File: src/rtl/lcd_pkg.sv
// Shared types and constants for the LCD word writer.
// LCD_NIBBLE_MODE_EN adds the second-nibble state for the 4-bit bus.
package lcd_pkg;

  localparam int LANES  = 4;
  localparam int BYTE_W = 8;

  localparam int DEF_SETUP_CYC = 2;
  localparam int DEF_PULSE_CYC = 12;
  localparam int DEF_HOLD_CYC  = 2;
  localparam int DEF_GAP_CYC   = 50;

`ifdef LCD_NIBBLE_MODE_EN
  typedef enum logic [2:0] {
    IDLE, SEL, SETUP, PULSE, HOLD, GAP, NIB2
  } state_e;
`else
  typedef enum logic [2:0] {
    IDLE, SEL, SETUP, PULSE, HOLD, GAP
  } state_e;
`endif

  function automatic int max4(input int a, input int b, input int c, input int d);
    int m;
    m = a;
    if (b > m) m = b;
    if (c > m) m = c;
    if (d > m) m = d;
    return m;
  endfunction

  // Width that holds every value from 0 up to max_len.
  function automatic int cnt_width(input int max_len);
    if (max_len < 1) return 1;
    return $clog2(max_len + 1);
  endfunction

endpackage

File: src/rtl/lcd_word_writer_timer.sv
// Loadable down-counter timing each bus phase; zero marks the last cycle of a phase.
module lcd_phase_timer #(
  parameter int W = 6
) (
  input  logic         clk,
  input  logic         rst,
  input  logic         load,
  input  logic [W-1:0] load_val,
  output logic         zero
);

  logic [W-1:0] cnt_q, cnt_d;

  // Saturates at zero so an idle timer never wraps.
  always_comb begin
    cnt_d = cnt_q;
    if (load) begin
      cnt_d = load_val;
    end else if (cnt_q != '0) begin
      cnt_d = cnt_q - W'(1);
    end
  end

  always_ff @(posedge clk or negedge rst) begin
    if (!rst) begin
      cnt_q <= '0;
    end else begin
      cnt_q <= cnt_d;
    end
  end

  assign zero = (cnt_q == '0);

endmodule

File: src/rtl/lcd_word_writer.sv
// Walks decoder_4 byte lanes 0..3 and writes each byte to an HD44780-style bus.
// Define LCD_NIBBLE_MODE_EN for the 4-bit interface (two strobes per byte).
module lcd_word_writer
  import lcd_pkg::*;
#(
  parameter int SETUP_CYC = DEF_SETUP_CYC,
  parameter int PULSE_CYC = DEF_PULSE_CYC,
  parameter int HOLD_CYC  = DEF_HOLD_CYC,
  parameter int GAP_CYC   = DEF_GAP_CYC
) (
  input  logic              clk,
  input  logic              rst,
  input  logic              start,
  input  logic              rs_in,
  output logic              busy,
  output logic              done,
  output logic [1:0]        dec_sel,
  output logic              dec_en,
  input  logic [BYTE_W-1:0] dec_byte,
  output logic              lcd_rs,
  output logic              lcd_rw,
  output logic              lcd_e,
  output logic [BYTE_W-1:0] lcd_db
);

  localparam int CNT_W = cnt_width(max4(SETUP_CYC, PULSE_CYC, HOLD_CYC, GAP_CYC));
  localparam logic [CNT_W-1:0] SETUP_LD = CNT_W'(SETUP_CYC - 1);
  localparam logic [CNT_W-1:0] PULSE_LD = CNT_W'(PULSE_CYC - 1);
  localparam logic [CNT_W-1:0] HOLD_LD  = CNT_W'(HOLD_CYC - 1);
  localparam logic [CNT_W-1:0] GAP_LD   = CNT_W'(GAP_CYC - 1);
  localparam logic [1:0]       LAST_LANE = 2'(LANES - 1);

  state_e             state_q, state_d;
  logic               busy_q, busy_d;
  logic               done_q, done_d;
  logic [1:0]         dec_sel_q, dec_sel_d;
  logic               dec_en_q, dec_en_d;
  logic               rs_cap_q, rs_cap_d;
  logic               lcd_rs_q, lcd_rs_d;
  logic               lcd_e_q, lcd_e_d;
  logic [BYTE_W-1:0]  lcd_db_q, lcd_db_d;

  logic               tmr_load;
  logic [CNT_W-1:0]   tmr_val;
  logic               tmr_zero;

`ifdef LCD_NIBBLE_MODE_EN
  logic               second_q, second_d;
  logic [3:0]         lo_nib_q, lo_nib_d;
`endif

  lcd_phase_timer #(.W(CNT_W)) u_timer (
    .clk      (clk),
    .rst      (rst),
    .load     (tmr_load),
    .load_val (tmr_val),
    .zero     (tmr_zero)
  );

  // Each phase reloads the timer with (length - 1) so it ends on the zero cycle.
  always_comb begin
    state_d   = state_q;
    busy_d    = busy_q;
    done_d    = 1'b0;
    dec_sel_d = dec_sel_q;
    dec_en_d  = dec_en_q;
    rs_cap_d  = rs_cap_q;
    lcd_rs_d  = lcd_rs_q;
    lcd_db_d  = lcd_db_q;
    tmr_load  = 1'b0;
    tmr_val   = '0;
`ifdef LCD_NIBBLE_MODE_EN
    second_d  = second_q;
    lo_nib_d  = lo_nib_q;
`endif

    case (state_q)
      IDLE: begin
        if (start) begin
          rs_cap_d  = rs_in;
          dec_sel_d = 2'd0;
          dec_en_d  = 1'b1;
          busy_d    = 1'b1;
          state_d   = SEL;
        end
      end

      SEL: begin
        lcd_rs_d = rs_cap_q;
`ifdef LCD_NIBBLE_MODE_EN
        lcd_db_d = {dec_byte[7:4], 4'b0000};
        lo_nib_d = dec_byte[3:0];
        second_d = 1'b0;
`else
        lcd_db_d = dec_byte;
`endif
        tmr_load = 1'b1;
        tmr_val  = SETUP_LD;
        state_d  = SETUP;
      end

      SETUP: begin
        if (tmr_zero) begin
          tmr_load = 1'b1;
          tmr_val  = PULSE_LD;
          state_d  = PULSE;
        end
      end

      PULSE: begin
        if (tmr_zero) begin
          tmr_load = 1'b1;
          tmr_val  = HOLD_LD;
          state_d  = HOLD;
        end
      end

      HOLD: begin
        if (tmr_zero) begin
          tmr_load = 1'b1;
`ifdef LCD_NIBBLE_MODE_EN
          if (!second_q) begin
            // Low nibble goes straight into its own setup window, no gap.
            lcd_db_d = {lo_nib_q, 4'b0000};
            second_d = 1'b1;
            tmr_val  = SETUP_LD;
            state_d  = NIB2;
          end else begin
            tmr_val  = GAP_LD;
            state_d  = GAP;
          end
`else
          tmr_val  = GAP_LD;
          state_d  = GAP;
`endif
        end
      end

`ifdef LCD_NIBBLE_MODE_EN
      NIB2: begin
        if (tmr_zero) begin
          tmr_load = 1'b1;
          tmr_val  = PULSE_LD;
          state_d  = PULSE;
        end
      end
`endif

      GAP: begin
        if (tmr_zero) begin
          if (dec_sel_q != LAST_LANE) begin
            dec_sel_d = dec_sel_q + 2'd1;
            state_d   = SEL;
          end else begin
            dec_en_d = 1'b0;
            busy_d   = 1'b0;
            done_d   = 1'b1;
            state_d  = IDLE;
          end
        end
      end

      default: state_d = IDLE;
    endcase

    lcd_e_d = (state_d == PULSE);
  end

  always_ff @(posedge clk or negedge rst) begin
    if (!rst) begin
      state_q   <= IDLE;
      busy_q    <= 1'b0;
      done_q    <= 1'b0;
      dec_sel_q <= 2'd0;
      dec_en_q  <= 1'b0;
      rs_cap_q  <= 1'b0;
      lcd_rs_q  <= 1'b0;
      lcd_e_q   <= 1'b0;
      lcd_db_q  <= '0;
    end else begin
      state_q   <= state_d;
      busy_q    <= busy_d;
      done_q    <= done_d;
      dec_sel_q <= dec_sel_d;
      dec_en_q  <= dec_en_d;
      rs_cap_q  <= rs_cap_d;
      lcd_rs_q  <= lcd_rs_d;
      lcd_e_q   <= lcd_e_d;
      lcd_db_q  <= lcd_db_d;
    end
  end

`ifdef LCD_NIBBLE_MODE_EN
  always_ff @(posedge clk or negedge rst) begin
    if (!rst) begin
      second_q <= 1'b0;
      lo_nib_q <= 4'h0;
    end else begin
      second_q <= second_d;
      lo_nib_q <= lo_nib_d;
    end
  end
`endif

  assign busy    = busy_q;
  assign done    = done_q;
  assign dec_sel = dec_sel_q;
  assign dec_en  = dec_en_q;
  assign lcd_rs  = lcd_rs_q;
  assign lcd_rw  = 1'b0;
  assign lcd_e   = lcd_e_q;
  assign lcd_db  = lcd_db_q;

endmodule

File: config.mk
export PLATFORM = sky130hd
export DESIGN_NAME = lcd_word_writer
export DESIGN_NICKNAME = d
export VERILOG_FILES = /design/src/rtl/lcd_pkg.sv /design/src/rtl/lcd_word_writer_timer.sv /design/src/rtl/lcd_word_writer.sv
export SDC_FILE = /design/constraint.sdc
export NUM_CORES = 1
export LEC_CHECK = 0
export BUFFER_PORTS_ARGS = -buffer_cell sky130_fd_sc_hd__buf_2
export CAP_MARGIN = 20
export CORE_MARGIN = 4
export CORE_UTILIZATION = 45
export DETAILED_ROUTE_END_ITERATION = 8
export PLACE_DENSITY = 0.7
export SLEW_MARGIN = 5
export SYNTH_ARGS = -nofsm -noshare
export SYNTH_HDL_FRONTEND = slang
export SYNTH_SLANG_ARGS = --single-unit
File: constraint.sdc
create_clock -name clk -period 1.95 [get_ports clk]
set_input_delay 0.39 -clock clk [delete_from_list [all_inputs] [get_ports clk]]
set_output_delay 0.39 -clock clk [all_outputs]
set_load 0.01 [all_outputs]
==> impl_metrics.yaml <==
timing:
  finalHoldViolations: 0
  slew_headroom_pct: 65.09
  layout_min_cycle_time_ps: 1772
  slew_violations: 0
  fin_crit_sh_pct: 90.89
  final-setup-viol-count: 0
  worstMarginPinSlew_ps: 523.6
  finalWorstSetupSlack_ps: 177.7
  finalSetupTns_ps: 0
  rsz0062_at_grt: "no"
  fmax_mhz: 564.2
  skew_ps: 17.08
synth:
  synth-seq-area-share_pct: 49.54
  netlist.area_leader.share_pct: 49.54
  synth_cell_types: 38
  syn_inst: 111
  syn-num-nets: 125
  yosysWarnings: 0
  netlist.top_cell.by_area: "dfrtp_1"
  synth_most_common_cell: "dfrtp_1"
  netlist_area_mm2: 0.001212
  synthArstFlopShare_pct: 100.0
  ys.flop_type: "dfrtp_1"
  syn_area_per_cell_um2: 10.92
  synthTopCellsByArea: "dfrtp_1 (50%), mux2_2 (9.3%), mux2i_1 (3.3%)"
  synth_edf_count: 0
  ys_ff_latch: 24
  synth_common_cells: "dfrtp_1 (24), mux2_2 (10), nand2_1 (8)"
cts:
  postCtsSetupBuffers: 0
  cts_buffers: 3
  cts_buffer_depth: 2
  clockRootBuffer: "clkbuf_4"
  clk-insertion-delay-late_ps: 310
  clkSinkCount: 24
  clk_pin_slew_worst_paths_ps: 130
  htreeDepth: 1
  cts_tree: "built"
setup_path:
  critical_path_class: "register to register"
  cp-start-kind: "register"
  critical-path-slowest-cell: "dfrtp_1"
  cp_max_fo: 7
  path_cells: "inv_1 -> ha_1 -> nor3b_2 -> and2_2 -> mux2i_1 -> o21ai_0"
  critPathMaxStageDelay_ps: 430
  crit_required_ps: 2140
  crit_arrival_ps: 1960
  end_kind: "register"
layout:
  antenna_cells: 0
  area_delta_synth_final_pct: 14.34
  final_nets: 151
  drive_gt1_share_pct: 34.81
  final_util_pct: 54.96
job:
  maxCapViolCount: 0
drt:
  drt-initial-drc-count: 8
  met2_length_mm: 1.248
  vias: 895
  drt_pass1_iterations: 4
  postRouteAntennaNets: 0
  viasPerCell: 5.424
  dr_wl_met3_um: 73
  highest_layer: "met4"
  wl_per_cell_um: 13.89
  drc: 0
  wl_met1_um: 955
  routed_wl_mm: 2.292
power_and_ir_drop:
  leakage_nw: 0.6849
  max-vdd-ir-drop_uv: 422.9
  power_density_mw_per_mm2: 551.1
outcome:
  outcome: "completed"
grt:
  first_global_vias: 918
  grt_overflow: 0
  grt_first_pass_wirelength_mm: 3.946
  grt_antenna_before_repair: 0
  grt_max_degree: 25
  gr-usage-all-layers_pct: 14.77
hold_path:
  hp-class: "input port to asynchronous set/reset pin"
floorplanning:
  core_mm2: 0.002522
  die_x_um: 59.91
  core.rowCount: 18
  dieArea_mm2: 0.003589
  die_h_um: 59.91
  ioPinCount: 28
  start_util_pct: 48.07
place:
  dpl_worst_slack_ps: 123.0
  routabilityCongestion: 0.7879
  numPortBuffers: 26
  detailed_place_hpwl_mm: 1.768
metrics by stage:
| step | std cells | power, mW | hold slack (ps) | instance area [um2] |
|---|---|---|---|---|
| after floorplan | 111 | 0.5390 | 94.41 | 1212 |
| after global placement | 162 | 0.5673 | 400.5 | 1358 |
| after detailed placement | 162 | 0.5696 | 402.0 | 1358 |
| after CTS | 165 | 0.7745 | 50.93 | 1380 |
| after global routing | 165 | 0.7952 | 73.96 | 1386 |
| final | 165 | 0.7639 | 34.01 | 1386 |
cell usage in the layout, fill, tap and decap left out, drive strengths merged:
master and count:
a211oi 1, nor3 3, or3b 1, a31oi 2
conb 1, buf 28, nor2 6, nand2 8
a21oi 1, ha 2, o22ai 1, inv 4
dfrtp 24, xor2 2, o2bb2ai 1, or2b 1
o211ai 2, nor4 1, o21bai 1, xnor2 1
nor2b 3, a21o 3, mux2 10, o21a 1
o21ai 5, mux2i 4, nand2b 5, nand3 1
clkbuf 3, o31ai 2, o211a 1, nor3b 1
nand3b 2, or2 1, and2 2
critical path, delay by kind of cell (launching register included):
kind                     cells  cell delay [ps]
multiplexers                 1              200
adder cells (fa/ha/maj)      1              240
buffers and inverters        1              110
flip-flops                   1              430
AO/OA/AOI/OAI                1              100
AND/OR/NAND/NOR              2              580
per-layer routing:
layer  global-route usage [%]  vias up
met5                        0        -
met2                    25.93       12
met3                    3.240        2
met1                    17.37      450
met4                    5.696        0
li1                         -      431
cell families (layout without fill, tap and decap cells):
logic type / count (synthesis) / in the layout / synth area share (%)
other: 1 / 1 / 0.3093
buffers and inverters: 11 / 35 / 5.365
multiplexers: 14 / 14 / 12.59
adder cells (fa/ha/maj): 2 / 2 / 2.064
AND/OR/NAND/NOR: 35 / 35 / 16.20
AO/OA/AOI/OAI: 21 / 21 / 11.76
flip-flops: 24 / 24 / 49.54
XOR/XNOR: 3 / 3 / 2.168
path summary, 6_finish.rpt:
kind	start	endpoint	cells after the start	slack [ps]
setup / recovery	u_timer.cnt_q[0]	u_timer.cnt_q[0]	6	180
hold / removal	rst	u_timer.cnt_q[5]	1	30
setup reg to reg	u_timer.cnt_q[0]	u_timer.cnt_q[0]	6	180
hold reg to reg	lcd_db[2]	lcd_db[2]	1	510
max in group asynchronous	rst	lcd_db[4]	1	1550
min in group clk	dec_byte[1]	lcd_db[1]	2	320
state kept, by name, summed over array words and instances (netlist names):
signal / cells
dec_en: 1
lcd_rs: 1
dec_sel: 2
state_q: 3
rs_cap_q: 1
lcd_e: 1
lcd_db: 8
u_timer.cnt_q: 6
done: 1
report_power, final:
| group | internal [mW] | switching, mW | leakage (nW) |
|---|---|---|---|
| Clock | 0.0720 | 0.134 | 0.0138 |
| Combinational | 0.0217 | 0.0232 | 0.387 |
| Sequential | 0.508 | 0.00468 | 0.284 |
final cells by class:
cell class | count | area, um2
clock buffer | 3 | 22.52
inverter | 4 | 15.01
sequential | 24 | 600.6
tap | 30 | 37.54
fill | 220 | 1136
timing repair buffer | 28 | 157.7
multi-input combinational | 76 | 553.0
what timing repair did:
| action | CTS | global route |
|---|---|---|
| resized for setup | 0 | 2 |
| setup endpoints to repair | 0 | 6 |
| hold buffers | 0 | 0 |
Power figures use the tool's default switching activity.
